$ cat config.mk
export PLATFORM = sky130hd
export DESIGN_NAME = phase_incr_estimator
export DESIGN_NICKNAME = d
export VERILOG_FILES = /design/src/rtl/phase_incr_estimator.sv
export SDC_FILE = /design/constraint.sdc
export NUM_CORES = 1
export LEC_CHECK = 0
export ABC_AREA = 0
export CORE_MARGIN = 3
export CORE_UTILIZATION = 36
export DETAILED_ROUTE_END_ITERATION = 7
export GPL_TIMING_DRIVEN = 0
export HOLD_SLACK_MARGIN = 0.03
export SYNTH_ARGS = -nofsm -noshare
export SYNTH_HDL_FRONTEND = slang
export SYNTH_SLANG_ARGS = --single-unit
$ cat constraint.sdc
create_clock -name clk_in -period 3.7 [get_ports clk_in]
set_input_delay 0.37 -clock clk_in [delete_from_list [all_inputs] [get_ports clk_in]]
set_output_delay 0.37 -clock clk_in [all_outputs]
set_load 0.02 [all_outputs]
$ cat src/rtl/phase_incr_estimator.sv
// phase_incr_estimator
//   Measures the period of a signed sample stream, in step_in strobes between
//   rising zero crossings, then derives the equivalent oscillator phase
//   increment floor(2^32 / period) with a bit-serial restoring divider.
//   A crossing needs the waveform to have been armed first (a sample below
//   -HYST), so ripple around zero does not produce spurious crossings.
// Ports
//   clk_in, rst_in   clock, synchronous active-high reset
//   step_in          sample strobe, sample_in valid while high
//   sample_in        signed 32-bit waveform sample
//   period_out       last measured period (0 after a timeout)
//   phase_incr_out   floor(2^32/period_out), saturated; 0 after a timeout
//   valid_out        one-clock pulse whenever the outputs update
//   lock_out         a valid measurement is held
//   busy_out         divider running
//   overrun_out      sticky: a pending period was overwritten before its divide
module phase_incr_estimator #(
  parameter int PERIOD_W   = 16,
  parameter int MAX_PERIOD = 65535,
  parameter int HYST       = 2**24
) (
  input  logic                clk_in,
  input  logic                rst_in,
  input  logic                step_in,
  input  logic signed [31:0]  sample_in,
  output logic [PERIOD_W-1:0] period_out,
  output logic [31:0]         phase_incr_out,
  output logic                valid_out,
  output logic                lock_out,
  output logic                busy_out,
  output logic                overrun_out
);

  localparam logic [PERIOD_W-1:0] MAX_CNT  = PERIOD_W'(MAX_PERIOD);
  localparam logic signed [31:0]  NEG_HYST = -(32'(HYST));
  localparam logic [5:0]          LAST_IT  = 6'd32;  // 33 iterations: 0..32

  typedef enum logic {SEEK, MEASURE}    meas_e;
  typedef enum logic {DIV_IDLE, DIV_RUN} div_e;

  meas_e               meas_q, meas_d;
  div_e                div_q, div_d;
  logic                armed_q, armed_d;
  logic [PERIOD_W-1:0] cnt_q, cnt_d;
  logic                pend_full_q, pend_full_d;
  logic [PERIOD_W-1:0] pend_val_q, pend_val_d;
  logic [PERIOD_W-1:0] divisor_q, divisor_d;
  logic [PERIOD_W-1:0] rem_q, rem_d;
  logic [31:0]         quo_q, quo_d;
  logic [5:0]          iter_q, iter_d;
  logic [PERIOD_W-1:0] period_q, period_d;
  logic [31:0]         phase_q, phase_d;
  logic                valid_q, valid_d;
  logic                lock_q, lock_d;
  logic                overrun_q, overrun_d;

  logic                crossing, timeout, div_start, div_last, quo_bit;
  logic [PERIOD_W-1:0] cnt_inc, rem_nxt;
  logic [PERIOD_W:0]   trial, diff;
  logic [32:0]         quo_nxt;

  always_comb begin
    meas_d      = meas_q;
    div_d       = div_q;
    armed_d     = armed_q;
    cnt_d       = cnt_q;
    pend_full_d = pend_full_q;
    pend_val_d  = pend_val_q;
    divisor_d   = divisor_q;
    rem_d       = rem_q;
    quo_d       = quo_q;
    iter_d      = iter_q;
    period_d    = period_q;
    phase_d     = phase_q;
    valid_d     = 1'b0;
    lock_d      = lock_q;
    overrun_d   = overrun_q;

    // Signed >= 0 is simply a clear sign bit.
    crossing = step_in && armed_q && !sample_in[31];
    cnt_inc  = (cnt_q >= MAX_CNT) ? MAX_CNT : cnt_q + 1'b1;
    timeout  = step_in && (meas_q == MEASURE) && !crossing && (cnt_inc == MAX_CNT);

    if (step_in) begin
      cnt_d = crossing ? {{(PERIOD_W-1){1'b0}}, 1'b1} : cnt_inc;
      if (crossing)                   armed_d = 1'b0;
      else if (sample_in < NEG_HYST)  armed_d = 1'b1;
    end

    // Restoring step; the dividend is 2^32, so only the first shifted-in bit is 1.
    quo_bit = (iter_q == 6'd0);
    trial   = {rem_q, quo_bit};
    diff    = trial - {1'b0, divisor_q};
    quo_nxt = {quo_q, !diff[PERIOD_W]};
    rem_nxt = diff[PERIOD_W] ? trial[PERIOD_W-1:0] : diff[PERIOD_W-1:0];

    div_start = pend_full_q && (div_q == DIV_IDLE);
    div_last  = (div_q == DIV_RUN) && (iter_q == LAST_IT);

    if (timeout) begin
      // Timeout wins: drop any pending period and abort the divide.
      period_d    = '0;
      phase_d     = '0;
      lock_d      = 1'b0;
      valid_d     = 1'b1;
      pend_full_d = 1'b0;
      div_d       = DIV_IDLE;
      meas_d      = SEEK;
    end else begin
      if (div_q == DIV_RUN) begin
        rem_d  = rem_nxt;
        quo_d  = quo_nxt[31:0];
        iter_d = iter_q + 6'd1;
        if (div_last) begin
          div_d    = DIV_IDLE;
          period_d = divisor_q;
          phase_d  = quo_nxt[32] ? 32'hFFFF_FFFF : quo_nxt[31:0];
          valid_d  = 1'b1;
          lock_d   = 1'b1;
        end
      end
      if (div_start) begin
        div_d       = DIV_RUN;
        divisor_d   = pend_val_q;
        rem_d       = '0;
        quo_d       = '0;
        iter_d      = '0;
        pend_full_d = 1'b0;
      end
      if (crossing) begin
        if (meas_q == MEASURE) begin
          // A pending value that was just consumed by a start is not lost.
          if (pend_full_q && !div_start) overrun_d = 1'b1;
          pend_full_d = 1'b1;
          pend_val_d  = cnt_q;
        end else begin
          meas_d = MEASURE;
        end
      end
    end
  end

  always_ff @(posedge clk_in) begin
    if (rst_in) begin
      meas_q      <= SEEK;
      div_q       <= DIV_IDLE;
      armed_q     <= 1'b0;
      cnt_q       <= '0;
      pend_full_q <= 1'b0;
      pend_val_q  <= '0;
      divisor_q   <= '0;
      rem_q       <= '0;
      quo_q       <= '0;
      iter_q      <= '0;
      period_q    <= '0;
      phase_q     <= '0;
      valid_q     <= 1'b0;
      lock_q      <= 1'b0;
      overrun_q   <= 1'b0;
    end else begin
      meas_q      <= meas_d;
      div_q       <= div_d;
      armed_q     <= armed_d;
      cnt_q       <= cnt_d;
      pend_full_q <= pend_full_d;
      pend_val_q  <= pend_val_d;
      divisor_q   <= divisor_d;
      rem_q       <= rem_d;
      quo_q       <= quo_d;
      iter_q      <= iter_d;
      period_q    <= period_d;
      phase_q     <= phase_d;
      valid_q     <= valid_d;
      lock_q      <= lock_d;
      overrun_q   <= overrun_d;
    end
  end

  assign period_out     = period_q;
  assign phase_incr_out = phase_q;
  assign valid_out      = valid_q;
  assign lock_out       = lock_q;
  assign busy_out       = (div_q == DIV_RUN);
  assign overrun_out    = overrun_q;

endmodule

==> run metrics, run 1 <==
static leakage=3.066 nW; global placer's final weighted congestion=0.8627; library cells used by synthesis=68; Site Rows=51; clk buf depth=2; Sw Share=0.2186; element type at the critical path start=flop; Final min period=3.487 ns; TNS Setup=0 ns; Die Ht=147.4 um; antenna-violating nets left=0; P_sw=786.8 uW; count of clock tree sinks=157; Gate power share=0.027; # DRC=0; Final Max Tran Viols=0; ANT cells=0; initial antenna violation count=0; max_slew headroom=0.1018; Worst Slack Setup Final=0.2127 ns; Reg clk slew, reported paths=0.06 ns; worst hold stages=2; insertion delay to the later sink of the worst-skew pair=0.43 ns; EDFF count, synth=0; aggregate global-route resource usage=0.1743; R2R cell count=14; critical path's slowest cell=fa_2; max incr delay on CP=0.37 ns; num ports=87; share of cells above drive strength 1=0.1136; Die ar.=21720 sq um; period utilization=0.9425; syn avg cell area=8.547 sq um; Fillers=1981; DR iter-0 viols=421; post-synthesis sequential area ratio=0.4367; register area=3143 sq um; Req. time, crit path=4.05 ns; Finished Core Util=0.4549; Seq pwr share=0.472; Starting Density=0.3686; power per cell area=405.2 nW/um^2; critical path peak fanout=5; Netlist Area Pre-Place=7197 sq um; Async SR Flop Fraction=0; Worst Setup End Kind=flop; ys flop type=dfxtp_1; Pre-antenna DRT Iters=5; Die X=147.4 um; Yosys top cell area share=0.4367; Core Box Area=19530 sq um; Final Non-Filler Cells=1207; RSZ-0062 raised after global routing=false; total wire length=18.51 mm; clock root buffer=clkbuf_16; IO buf count=62; Max-Cap Viols=0; Vias/cell=5.181; pre-CTS setup slack=-0.6448 ns; vias in the first global route=5958; routed length per instance=15.33 um; cells after synthesis=842; ranking of synthesized cells by area=dfxtp_1, nand2_1, a22o_1, nor3_2, a21oi_1; nets=985; area of the multi-input gates=3697 sq um; CTS tree=done; area grow syn2layout=23.42%; max frequency=0.2868 GHz; CTS H-tree lvls=4; Mapped Nets=897; Critical path origin=iter_q[0]; Hold Violations, Final=0; Hold EP=period_out[0]; largest net degree at the start of global routing=17; HPWL after DPL=13.43 mm; worst reg2reg endpoint=rem_q[8]; hold path startpoint=period_out[0]; top cell type by total area after synthesis=dfxtp_1; TritonCTS Buffers=17; Final Skew=0.02442 ns; Final Setup Violations=0; Total Power=3.599 mW; reg2reg start=iter_q[0]; first-pass GRT wire length=30.75 mm; Yosys Warn Count=0; HP Class=reg2reg; total congestion overflow=0; part of the power in the clock network=0.501; most common cell in the netlist=dfxtp_1; CP Class=reg2reg; cells along the critical path=inv_1 > ha_1 > nor4b_4 > nand2b_1 > ha_1 > fa_2 > nor2b_2 > o31ai_2 > a2111oi_4 > a31oi_2 > o21a_2 > o211a_1 > o31ai_2 > a22o_1; synthesized flop and latch total=157; maximum VDD drop=0.3367 mV; Worst EP arrival=3.84 ns; Commonest cells post-synth=dfxtp_1, nand2_1, a21oi_1, nor2_1, nor3_1; status=complete, no violations; Placed Cells=1169; reg-to-reg setup timing slack=0.21 ns; P_int=2.812 mW; worst slew pin tran=1.313 ns; vias=6253
[worst max-delay path, delay by kind of cell, from the launching register on]
family | cells | cell delay, ns
compound gates | 7 | 1.71
simple gates | 3 | 0.52
fa+ha+maj | 3 | 0.76
buf+inv | 1 | 0.09
flops | 1 | 0.35
[logic make-up (layout without fill, tap and decap cells)]
family	after synthesis	in the layout	synth area share
adders and majority gates	20	20	0.03581
DFF	157	157	0.4367
muxes	19	19	0.02643
and+or+nand+nor	362	362	0.2533
buffers and inverters	87	187	0.05772
xor gates and xnor gates	13	13	0.01582
AOI/OAI and AO/OA	184	184	0.1742
[per-layer routing]
layer | GRT usage | share of wire | up-vias
met5 | 0 | 0 | -
met2 | 0.2730 | 0.46 | 122
met4 | 0.06291 | 0.019 | 0
li1 | - | - | 3153
met1 | 0.2420 | 0.49 | 2955
met3 | 0.03188 | 0.034 | 23
[power groups by stage]
| stage | clock, mW | combinational [mW] | sequential [mW] |
|---|---|---|---|
| floorplan | 0 | 0.0637 | 1.73 |
| global placement | 0 | 0.0985 | 1.74 |
| detailed placement | 0 | 0.0990 | 1.74 |
| CTS | 1.84 | 0.0997 | 1.70 |
| global route | 1.91 | 0.109 | 1.70 |
| finish | 1.80 | 0.0987 | 1.70 |
[layout by cell type (no fill, tap or decap), types with 15 or more instances in the layout]
cell type,count
ha_1,19
nand2_1,148
o211ai_1,15
nor3_2,29
clkdlybuf4s50_1,62
nand3_1,32
a22o_1,37
inv_1,29
dfxtp_1,157
clkbuf_16,17
mux2i_1,19
nor3_1,46
o21ai_0,33
a21oi_1,57
nor2_1,57
clkbuf_1,38
[flip-flops by register name (all words and copies together), names as in the netlist, 6 cells and up]
register and count:
rem_q 16, period_out 16, iter_q 6, divisor_q 16, quo_q 32, cnt_q 16, phase_incr_out 32, pend_val_q 16
[through the flow]
step	instance area, sq um	hold slack (ns)
after floorplan	7197	0.4366
after global placement	8149	0.4455
after detailed placement	8149	0.4486
after CTS	8843	0.4577
after global routing	8882	0.4779
final	8882	0.4534
[final cells by class]
type	instances	share of cell area
Clock inverter	12	0.01817
Buffer	58	0.03606
Clock buffer	19	0.04987
Sequential cell	157	0.3539
Inverter	29	0.01226
Timing Repair Buffer	69	0.07621
Tap cell	265	0.03733
Multi-Input combinational cell	598	0.4163
[worst max-delay path by stage]
stage | endpoint | slack (ns) | cells after the start
after CTS | rem_q[1] | 0.02 | 15
after global placement | rem_q[14] | -0.66 | 14
final | rem_q[8] | 0.21 | 14
after detailed placement | rem_q[5] | -0.64 | 15
after floorplan | rem_q[11] | 0.18 | 14
after global routing | rem_q[1] | 0.02 | 16
[repair_timing]
action / in CTS / in global routing
endpoints found under the setup margin: 18 / 18
pin swaps: 3 / 2
hold buffers: 0 / 0
setup buffers: 5 / 2
gates resized for setup: 12 / 4
Power figures use the tool's default switching activity.
==> inputs of run 2 (changes only) <==
CAP_MARGIN = 15   (was default)
==> run metrics, run 2 (synthesis gave the netlist of run 1 again) <==
TritonCTS Buffers=17 (unchanged); dpl cell area=8149 sq um (unchanged); total congestion overflow=0 (unchanged); Die Ht=147.4 um (unchanged); Die ar.=21720 sq um (unchanged); worst slew pin tran=0.7871 ns (was 1.313 ns); max incr delay on CP=0.37 ns (about the same); Worst Setup End Kind=flop (unchanged); critical path peak fanout=5 (unchanged); WHS=0.4547 ns (was 0.4534 ns); Final min period=3.483 ns (was 3.487 ns); P_sw=784.8 uW (was 786.8 uW); CP Class=reg2reg (unchanged); CTS tree=done (unchanged); global placer's final weighted congestion=0.8627 (unchanged); met2 Usage GRT=0.2730 (unchanged); max frequency=0.2871 GHz (was 0.2868 GHz); clock root buffer=clkbuf_16 (unchanged); vias=6271 (was 6253); Worst Slack Setup Final=0.2172 ns (was 0.2127 ns); Final Non-Filler Cells=1209 (was 1207); vias in the first global route=5958 (unchanged); static leakage=3.071 nW (was 3.066 nW); ANT cells=0 (unchanged); Hold Violations, Final=0 (unchanged); element type at the critical path start=flop (unchanged); CTS H-tree lvls=4 (unchanged); Site Rows=51 (unchanged); Sw Share=0.2182 (was 0.2186); Reg clk slew, reported paths=0.06 ns (about the same); initial antenna violation count=0 (unchanged); cells along the critical path=inv_1 > ha_1 > nor4b_4 > nand2b_1 > ha_1 > fa_2 > nor2b_2 > o31ai_2 > a2111oi_4 > a31oi_2 > o21a_2 > o211a_1 > o31ai_2 > a22o_1 (unchanged); pre-CTS setup slack=-0.6448 ns (unchanged); area grow syn2layout=23.57% (was 23.42%); Gate power share=0.028 (was 0.027); status=complete, no violations (unchanged); Final Skew=0.02814 ns (was 0.02442 ns); Final Max Tran Viols=0 (unchanged); count of clock tree sinks=157 (unchanged); nets=987 (was 985); post-route design area=8894 sq um (was 8882 sq um); Max-Cap Viols=0 (unchanged); part of the power in the clock network=0.500 (was 0.501); Worst EP arrival=3.83 ns (was 3.84 ns); Finished Core Util=0.4555 (was 0.4549); met3 Use GR=0.03188 (unchanged); Die X=147.4 um (unchanged); first-pass GRT wire length=30.75 mm (unchanged); Starting Density=0.3686 (unchanged); total wire length=18.58 mm (was 18.51 mm); # DRC=0 (unchanged); largest net degree at the start of global routing=17 (unchanged); insertion delay to the later sink of the worst-skew pair=0.43 ns (about the same); Pre-antenna DRT Iters=5 (unchanged); WP buf/inv=1 (unchanged); antenna-violating nets left=0 (unchanged); Core Box Area=19530 sq um (unchanged); HP Class=reg2reg (unchanged); commonest non-fill, non-tap cells in the layout=dfxtp_1, nand2_1, clkdlybuf4s50_1 (unchanged); most common cell after layout, fill and taps aside=dfxtp_1 (unchanged); Final Setup Violations=0 (unchanged); Req. time, crit path=4.05 ns (about the same); share of cells above drive strength 1=0.1144 (was 0.1136); max_slew headroom=0.4617 (was 0.1018); HPWL after DPL=13.43 mm (unchanged); critical path's slowest cell=fa_2 (unchanged); IO buf count=62 (unchanged); P_int=2.812 mW (about the same); power per cell area=404.5 nW/um^2 (was 405.2 nW/um^2); delay-heaviest family, CP=compound AO/OA/AOI/OAI gates (unchanged); num ports=87 (unchanged); routed length per instance=15.37 um (was 15.33 um); period utilization=0.9413 (was 0.9425); maximum VDD drop=0.3363 mV (was 0.3367 mV); Seq pwr share=0.472 (about the same); Top Usage Layer GRT=met2 (unchanged); RSZ-0062 raised after global routing=false (unchanged); GR Util met1=0.2420 (unchanged); aggregate global-route resource usage=0.1743 (unchanged); Placed Cells=1169 (unchanged); DR iter-0 viols=372 (was 421); clk buf depth=2 (unchanged); Vias/cell=5.187 (was 5.181)
## run 2: routing by layer
metal | wire length (um) | vias to the layer above
li1 | - | 3155
met1 | 9036 | 2985
met2 | 8603 | 111
met3 | 604 | 20
met4 | 334 | 0
met5 | 0 | -
## run 2: what timing repair did
item	in CTS	in global routing
hold buffers	0	0
setup endpoints to repair	18	17
setup buffers	5	3
gates resized for setup	12	4
pin swaps	3	3
hold endpoints to repair	0	0
## run 2: final timing paths
path	start	end	slack (ns)	depth (start not counted)
max	iter_q[0]	rem_q[8]	0.22	14
min	period_out[0]	period_out[0]	0.45	2
max reg2reg	iter_q[0]	rem_q[8]	0.22	14
min reg2reg	period_out[0]	period_out[0]	0.45	2
## run 2: stage by stage
stage          TNS (ns)  total power [mW]
3_5_place_dp     -8.410             1.834
3_3_place_gp     -8.739             1.834
4_1_cts               0             3.640
2_1_floorplan         0             1.798
5_1_grt               0             3.720
6_report              0             3.597
## run 2: cell type report
cell class,instances,area (sq um)
Clock buffer,19,442.9
Sequential cell,157,3143
Fill cell,1981,10630
Clock inverter,12,161.4
Inverter,29,108.9
Timing Repair Buffer,71,688.2
Buffer,58,320.3
Multi-Input combinational cell,598,3697
Tap cell,265,331.6
## run 2: worst min-delay path, cell delays in order (launching register included)
cell and delay (ns):
dfxtp_1 0.31, nand2_1 0.05, a21oi_1 0.05
## run 2: power groups by stage
stage	clock network, mW	logic, mW	registers, mW
after detailed placement	0	0.0990	1.74
after floorplan	0	0.0637	1.73
after global routing	1.91	0.109	1.70
final	1.80	0.0992	1.70
after global placement	0	0.0985	1.74
after CTS	1.84	0.0997	1.70
